`src/rtl/apu_frame_sequencer.sv`:
```
// APU frame counter: quarter/half-frame strobes and frame IRQ for 4-step and 5-step sequences.
// Optional macro APU_FRAME_WRITE_JITTER_EN makes the $4017 reload delay depend on write parity.
module apu_frame_sequencer #(
    parameter int CNT_W = 16,
    parameter int STEP1 = 7457,
    parameter int STEP2 = 14913,
    parameter int STEP3 = 22371,
    parameter int STEP4 = 29829,
    parameter int STEP5 = 37281
) (
    input  logic       clk,
    input  logic       reset,
    input  logic       cpu_en,
    input  logic       reg_write,
    input  logic [7:0] reg_wdata,
    input  logic       status_read,
    output logic       quarter_frame,
    output logic       half_frame,
    output logic       frame_irq,
    output logic       mode
);

    localparam logic [CNT_W-1:0] S1   = CNT_W'(STEP1);
    localparam logic [CNT_W-1:0] S2   = CNT_W'(STEP2);
    localparam logic [CNT_W-1:0] S3   = CNT_W'(STEP3);
    localparam logic [CNT_W-1:0] S4   = CNT_W'(STEP4);
    localparam logic [CNT_W-1:0] S4M1 = CNT_W'(STEP4 - 1);
    localparam logic [CNT_W-1:0] S5   = CNT_W'(STEP5);

    logic [CNT_W-1:0] cnt, cnt_nxt;
    logic             mode_q, mode_nxt;
    logic             inhibit, inhibit_nxt;
    logic             irq_q, irq_nxt;
    logic             pending, pending_nxt;
    logic [2:0]       delay, delay_nxt;
    logic             frc, frc_nxt;
    logic [2:0]       load_val;
    logic             dec_q, dec_h;
    logic             at_wrap, irq_set;

    logic unused_wdata;
    assign unused_wdata = ^reg_wdata[5:0];

`ifdef APU_FRAME_WRITE_JITTER_EN
    logic parity;

    always_ff @(posedge clk or posedge reset) begin
        if (reset)       parity <= 1'b0;
        else if (cpu_en) parity <= ~parity;
    end

    // A write landing on an odd CPU cycle waits one extra cycle for the APU half-cycle.
    assign load_val = parity ? 3'd4 : 3'd3;
`else
    assign load_val = 3'd3;
`endif

    always_comb begin
        dec_q = 1'b0;
        dec_h = 1'b0;
        if (cnt == S1 || cnt == S3) dec_q = 1'b1;
        if (cnt == S2) begin
            dec_q = 1'b1;
            dec_h = 1'b1;
        end
        // STEP4 is silent in 5-step mode; the sequence ends at STEP5 instead.
        if ((!mode_q && cnt == S4) || (mode_q && cnt == S5)) begin
            dec_q = 1'b1;
            dec_h = 1'b1;
        end
    end

    // >= also catches a 1->0 mode switch made after the count passed STEP4.
    assign at_wrap = mode_q ? (cnt >= S5) : (cnt >= S4);
    assign irq_set = !mode_q && !inhibit && (cnt == S4M1 || cnt == S4);

    always_comb begin
        cnt_nxt     = cnt;
        mode_nxt    = mode_q;
        inhibit_nxt = inhibit;
        irq_nxt     = irq_q;
        pending_nxt = pending;
        delay_nxt   = delay;
        frc_nxt     = frc;
        if (cpu_en) begin
            frc_nxt = 1'b0;
            cnt_nxt = at_wrap ? '0 : cnt + CNT_W'(1);
            if (status_read) irq_nxt = 1'b0;
            if (irq_set)     irq_nxt = 1'b1;
            if (reg_write) begin
                // A new write restarts the delay; any reload already in flight is dropped.
                mode_nxt    = reg_wdata[7];
                inhibit_nxt = reg_wdata[6];
                pending_nxt = 1'b1;
                delay_nxt   = load_val;
                if (reg_wdata[6]) irq_nxt = 1'b0;
            end else if (pending) begin
                delay_nxt = delay - 3'd1;
                if (delay == 3'd1) begin
                    cnt_nxt     = '0;
                    pending_nxt = 1'b0;
                    frc_nxt     = mode_q;
                end
            end
        end
    end

    always_ff @(posedge clk or posedge reset) begin
        if (reset) begin
            cnt     <= '0;
            mode_q  <= 1'b0;
            inhibit <= 1'b0;
            irq_q   <= 1'b0;
            pending <= 1'b0;
            delay   <= 3'd0;
            frc     <= 1'b0;
        end else begin
            cnt     <= cnt_nxt;
            mode_q  <= mode_nxt;
            inhibit <= inhibit_nxt;
            irq_q   <= irq_nxt;
            pending <= pending_nxt;
            delay   <= delay_nxt;
            frc     <= frc_nxt;
        end
    end

    assign quarter_frame = dec_q | frc;
    assign half_frame    = dec_h | frc;
    assign frame_irq     = irq_q;
    assign mode          = mode_q;

endmodule

```
`config.mk`:
```
export PLATFORM = sky130hd
export DESIGN_NAME = apu_frame_sequencer
export DESIGN_NICKNAME = d
export VERILOG_FILES = /design/src/rtl/apu_frame_sequencer.sv
export SDC_FILE = /design/constraint.sdc
export NUM_CORES = 1
export LEC_CHECK = 0
export BUFFER_PORTS_ARGS = -buffer_cell sky130_fd_sc_hd__buf_2
export CAP_MARGIN = 25
export CORE_ASPECT_RATIO = 1.4
export CORE_MARGIN = 4
export CORE_UTILIZATION = 62
export CTS_BUF_LIST = sky130_fd_sc_hd__clkbuf_16
export DETAILED_ROUTE_END_ITERATION = 8
export PLACE_DENSITY = 0.93
export SLEW_MARGIN = 20
export SYNTH_ARGS = -nofsm -noshare
export SYNTH_HDL_FRONTEND = slang
export SYNTH_SLANG_ARGS = --single-unit
export TNS_END_PERCENT = 50
```
`constraint.sdc`:
```
create_clock -name clk -period 3.4 [get_ports clk]
set_input_delay 0 -clock clk [delete_from_list [all_inputs] [get_ports clk]]
set_output_delay 0 -clock clk [all_outputs]
set_load 0.005 [all_outputs]
```
; ---- Word level (Yosys, flattened, before mapping)
; Index checks and enable logic that the tools add are counted.
[op_classes]
n_lt_le_gt_ge = 2
eq_ne = 7
n_reduce_logical = 12
add_sub_neg = 2
shift = 0
multipliers = 0
n_div = 0
mux = 22
bitwise = 2
[ops]
columns = cell, n
row1 = $mux 16, 4
row2 = $eq 16x15->1 const B, 3
row3 = $add 16x1->16 const B, 1
row4 = $eq 16x13->1 const B, 1
row5 = $eq 16x14->1 const B, 1
row6 = $eq 16x16->1 const B, 1
row7 = $ge 16x15->1 const B, 1
row8 = $ge 16x16->1 const B, 1
row9 = $mux 1, 16
row10 = $mux 3, 2
row11 = $logic_and 1x1->1, 4
row12 = $reduce_and 2->1, 2
row13 = $eq 3x1->1 const B, 1
row14 = $logic_or 1x1->1, 3
row15 = $sub 3x1->3 const B, 1
row16 = $logic_not 1->1, 2
row17 = $or 1x1->1, 2
row18 = $reduce_bool 2->1, 1
[totals]
mem_bits_ro = 0
mem_count = 0
in_bits = 13
ram_bits = 0
latchBits = 0
register_bits = 24
elab_cells = 54

; ---- Depth between registers and ports, before layout
[depth]
word_depth = 6
ltp_mapped = 9
ltp_nobuf = 8

; ---- Least setup slack after synthesis
; No wires, ideal clock.
[synth_timing]
path_type = flip-flop to flip-flop
start = register cnt[0]
end = register cnt[15]
setup_time_ns = 0.124
synth_period_minus_slack_ns = 2.038
arrival_ns = 1.914
path_buffers = 0
slack_ns = 1.362
path_stages_with_launch = 9
path_cell_list = dfrtp_1 -> inv_1 -> ha_1 -> nor2b_1 -> o21a_1 -> o211a_1 -> o31a_1 -> and3_1 -> a211o_1
[synth_via]
elab_chain_len = 6
word_cells_on_any_way = 8
cone_classes = 1 x add/sub / 2 x order compare / 5 x mux
[synth_lines]
columns = element, line
row1 = "start, declared", 30  ; logic [CNT_W-1:0] cnt, cnt_nxt;
row2 = "start signal, assigned", 118  ; cnt <= cnt_nxt;
row3 = $ge 16x15->1 or $ge 16x16->1 (tied branches), 74  ; assign at_wrap = mode_q ? (cnt >= S5) : (cnt >= S4);
row4 = $mux 1, 74
row5 = $mux 16 *, 87  ; cnt_nxt = at_wrap ? '0 : cnt + CNT_W'(1);
row6 = $mux 16, 99  ; if (delay == 3'd1) begin
row7 = $mux 16, 97  ; end else if (pending) begin
row8 = $mux 16 *, 90  ; if (reg_write) begin
; Mark *: on every way between the ends. The rest lies on a longest branch, timed or not.
; A chain may end at the register's enable or synchronous reset.

; ---- Final worst setup path
; Ends and elaborated chain as after synthesis.

==> flow_summary.json <==
{
  "outcome": "finished clean",
  "cts_tree": "yes",
  "finalCriticalPeriod_ns": 2.56,
  "rows": 21,
  "detailroute.via_count": 1510,
  "gp_congestion": 0.923,
  "drt_iter0_markers": 118,
  "top_layer": "met4",
  "crit_arrival_ns": 2.70,
  "drv_slew": 0,
  "synth_area_um2": 1590,
  "synth_top_area_share_pct": 37.7,
  "finalCritPeriodShare_pct": 75.2,
  "initial_core_util_pct": 65.8,
  "setup_viol": 0,
  "fill_cells": 177,
  "hold_viol": 0,
  "cp_slowest_cell": "o31ai_4",
  "synth_cells": 181,
  "min_path_cells": 2,
  "rr_endpoint": "cnt[15]",
  "ir_worst_vdd_uv": 454,
  "p_per_area_nw_per_um2": 535,
  "met1_length_um": 1510,
  "ios": 17,
  "ys_types": 48,
  "setup_tns_ns": 0,
  "placedCellCount": 214,
  "synth_edf_count": 0,
  "ys_seq_elements": 24,
  "grt_max_degree": 25,
  "rsz0062_at_grt": "no",
  "max_slew_margin_pct": 39.9,
  "synth-xor-area-share_pct": 0,
  "portBuffers": 10,
  "wl_per_cell_um": 17.6,
  "synth_seq_area_share_pct": 37.7,
  "cp.required_ns": 3.54,
  "die_w_um": 50.8,
  "crit_type": "reg2reg",
  "area_growth_pct": 8.25,
  "layout.nets": 205,
  "drive_gt1_share_pct": 10.8,
  "die_area_um2": 3450,
  "finalNonFillerCells": 220,
  "dp_slack_ns": 0.956,
  "vias_per_cell": 6.86,
  "syn_nets": 199,
  "fmax_mhz": 391,
  "critPathMaxStageDelay_ns": 0.57,
  "worstHoldStart": "reg_wdata[6]",
  "reg2reg_depth": 8,
  "htreeDepth": 1,
  "synth-compound-area-share_pct": 21.9,
  "drc_errors": 0,
  "worst_pin_slew_ns": 0.901,
  "synth_top_family_by_area": "simple AND/OR/NAND/NOR gates",
  "synthMuxAreaShare_pct": 3.93,
  "routed_wl_um": 3880,
  "clkLatencyLatePin_ns": 0.26,
  "grt_use_total_pct": 25.1,
  "synthMostInstantiatedCell": "dfrtp_1",
  "yosys.area_share.adder_pct": 3.93,
  "fin_ws_ns": 0.844,
  "die_y_um": 68.0,
  "yosysTopAreaCell": "dfrtp_1",
  "worstHoldPathType": "in2reg",
  "drtAntennaViolNets": 0,
  "clock-sinks": 24,
  "drt_pre_antenna_iters": 5,
  "clock_skew_ns": 0.00522,
  "ys_top_cells_by_area": "dfrtp_1, nand3_1, ha_1",
  "worst_setup_path_start_kind": "register",
  "hold_end": "inhibit",
  "dr_wl_met2_um": 1950,
  "antennaDiodeCount": 0,
  "grt_pass1_vias": 1442,
  "antenna_found_initial": 0,
  "rr_startpoint": "cnt[0]",
  "synth.avg_cell_area_um2": 8.79,
  "cellLeakagePower_nw": 0.781,
  "cts_resized": 0,
  "root_buffer": "clkbuf_16",
  "p_total_mw": 0.922,
  "synth_flop_cell": "dfrtp_1",
  "crit_chain": "inv_1 > ha_1 > nor2b_1 > a2111oi_2 > a21oi_2 > o31ai_4 > nor3_1 > a211o_1",
  "cp-end-kind": "register",
  "cts_setup_buffers": 0,
  "synth_warnings": 0,
  "path_max_fanout": 14,
  "synthTopCellsByCount": "dfrtp_1, nand2_1, nand3_1, nor2_1, inv_1",
  "grt_overflow": 0,
  "clockBufferDepth": 2,
  "r2r_setup_slack_ns": 0.84,
  "cts_buffers": 3,
  "drv_cap": 0,
  "clkSlewWorstSetupHoldPaths_ns": 0.06,
  "dp_hpwl_um": 2640,
  "synth-async-reset-ratio_pct": 100,
  "met3_length_um": 264,
  "core-area_um2": 2420,
  "grt_pass1_wl_um": 6530,
  "hold_buffers": 2,
  "synthSimpleGateAreaFrac_pct": 25.9
}
-- metrics by stage --
step	utilization [%]	instance area, um^2	hold slack (ns)
after detailed placement	67.2	1620	0.236
after CTS	71.3	1720	0.0168
after global placement	67.2	1620	0.216
after global routing	71.3	1720	0.0274
after floorplan	-	1590	0.0146
final	71.3	1720	0.0161
-- registers in the layout, summed over array words and instances (netlist names) --
signal and count:
cnt 16, delay 3, frame_irq 1, frc 1
inhibit 1, mode 1, pending 1
-- cells in the final DEF (no fill, tap or decap), types with 5 or more instances in the layout --
cell	netlist	routed
dfrtp_1	24	24
o21ai_0	8	8
buf_2	3	10
inv_1	11	11
nor3_1	5	5
ha_1	5	5
nor2_1	13	13
nor4_1	6	6
nand3_1	13	13
nand2_1	14	14
o21ai_1	6	6
-- critical path: cells and delay by family (launching register included) --
| family | cells | cell delay [ns] |
|---|---|---|
| flip-flops | 1 | 0.41 |
| adder cells (fa/ha/maj) | 1 | 0.21 |
| buffers and inverters | 1 | 0.10 |
| AND/OR/NAND/NOR | 2 | 0.30 |
| AO/OA/AOI/OAI | 4 | 1.41 |
-- cell type report --
class	instances	area (um^2)	area share [%]
multi-input cells	134	886	51.4
clock inverters	1	3.75	0.218
well taps	34	42.5	2.47
flip-flops and latches	24	601	34.9
clock buffers	3	75.1	4.36
inverters	12	45.0	2.61
repair buffers	12	70.1	4.07
-- kinds of logic after synthesis --
family | after synthesis
mux | 6
flops | 24
buf+inv | 23
compound gates | 47
simple gates | 76
fa+ha+maj | 5
-- power breakdown --
part,internal [mW],leakage [nW],switching [mW]
registers,0.339,0.303,0.0795
logic,0.101,0.440,0.147
clock network,0.157,0.0385,0.0985
total,0.597,0.781,0.325
-- routing by layer --
layer	track usage (%)	vias to the layer above
met2	44.1	86
met5	0	-
met1	28.8	716
li1	-	687
met4	14.5	0
met3	3.92	21
-- worst max-delay path by stage --
| stage | start | endpoint | slack, ns | cells past startpoint |
|---|---|---|---|---|
| global route | cnt[1] | cnt[15] | 0.72 | 8 |
| global placement | cnt[1] | cnt[15] | 1.05 | 8 |
| CTS | cnt[1] | cnt[15] | 0.92 | 8 |
| finish | cnt[0] | cnt[15] | 0.84 | 8 |
| detailed placement | cnt[1] | cnt[15] | 0.96 | 8 |
| floorplan | cnt[0] | cnt[15] | 1.36 | 8 |
(Power assumes the default switching activity.)
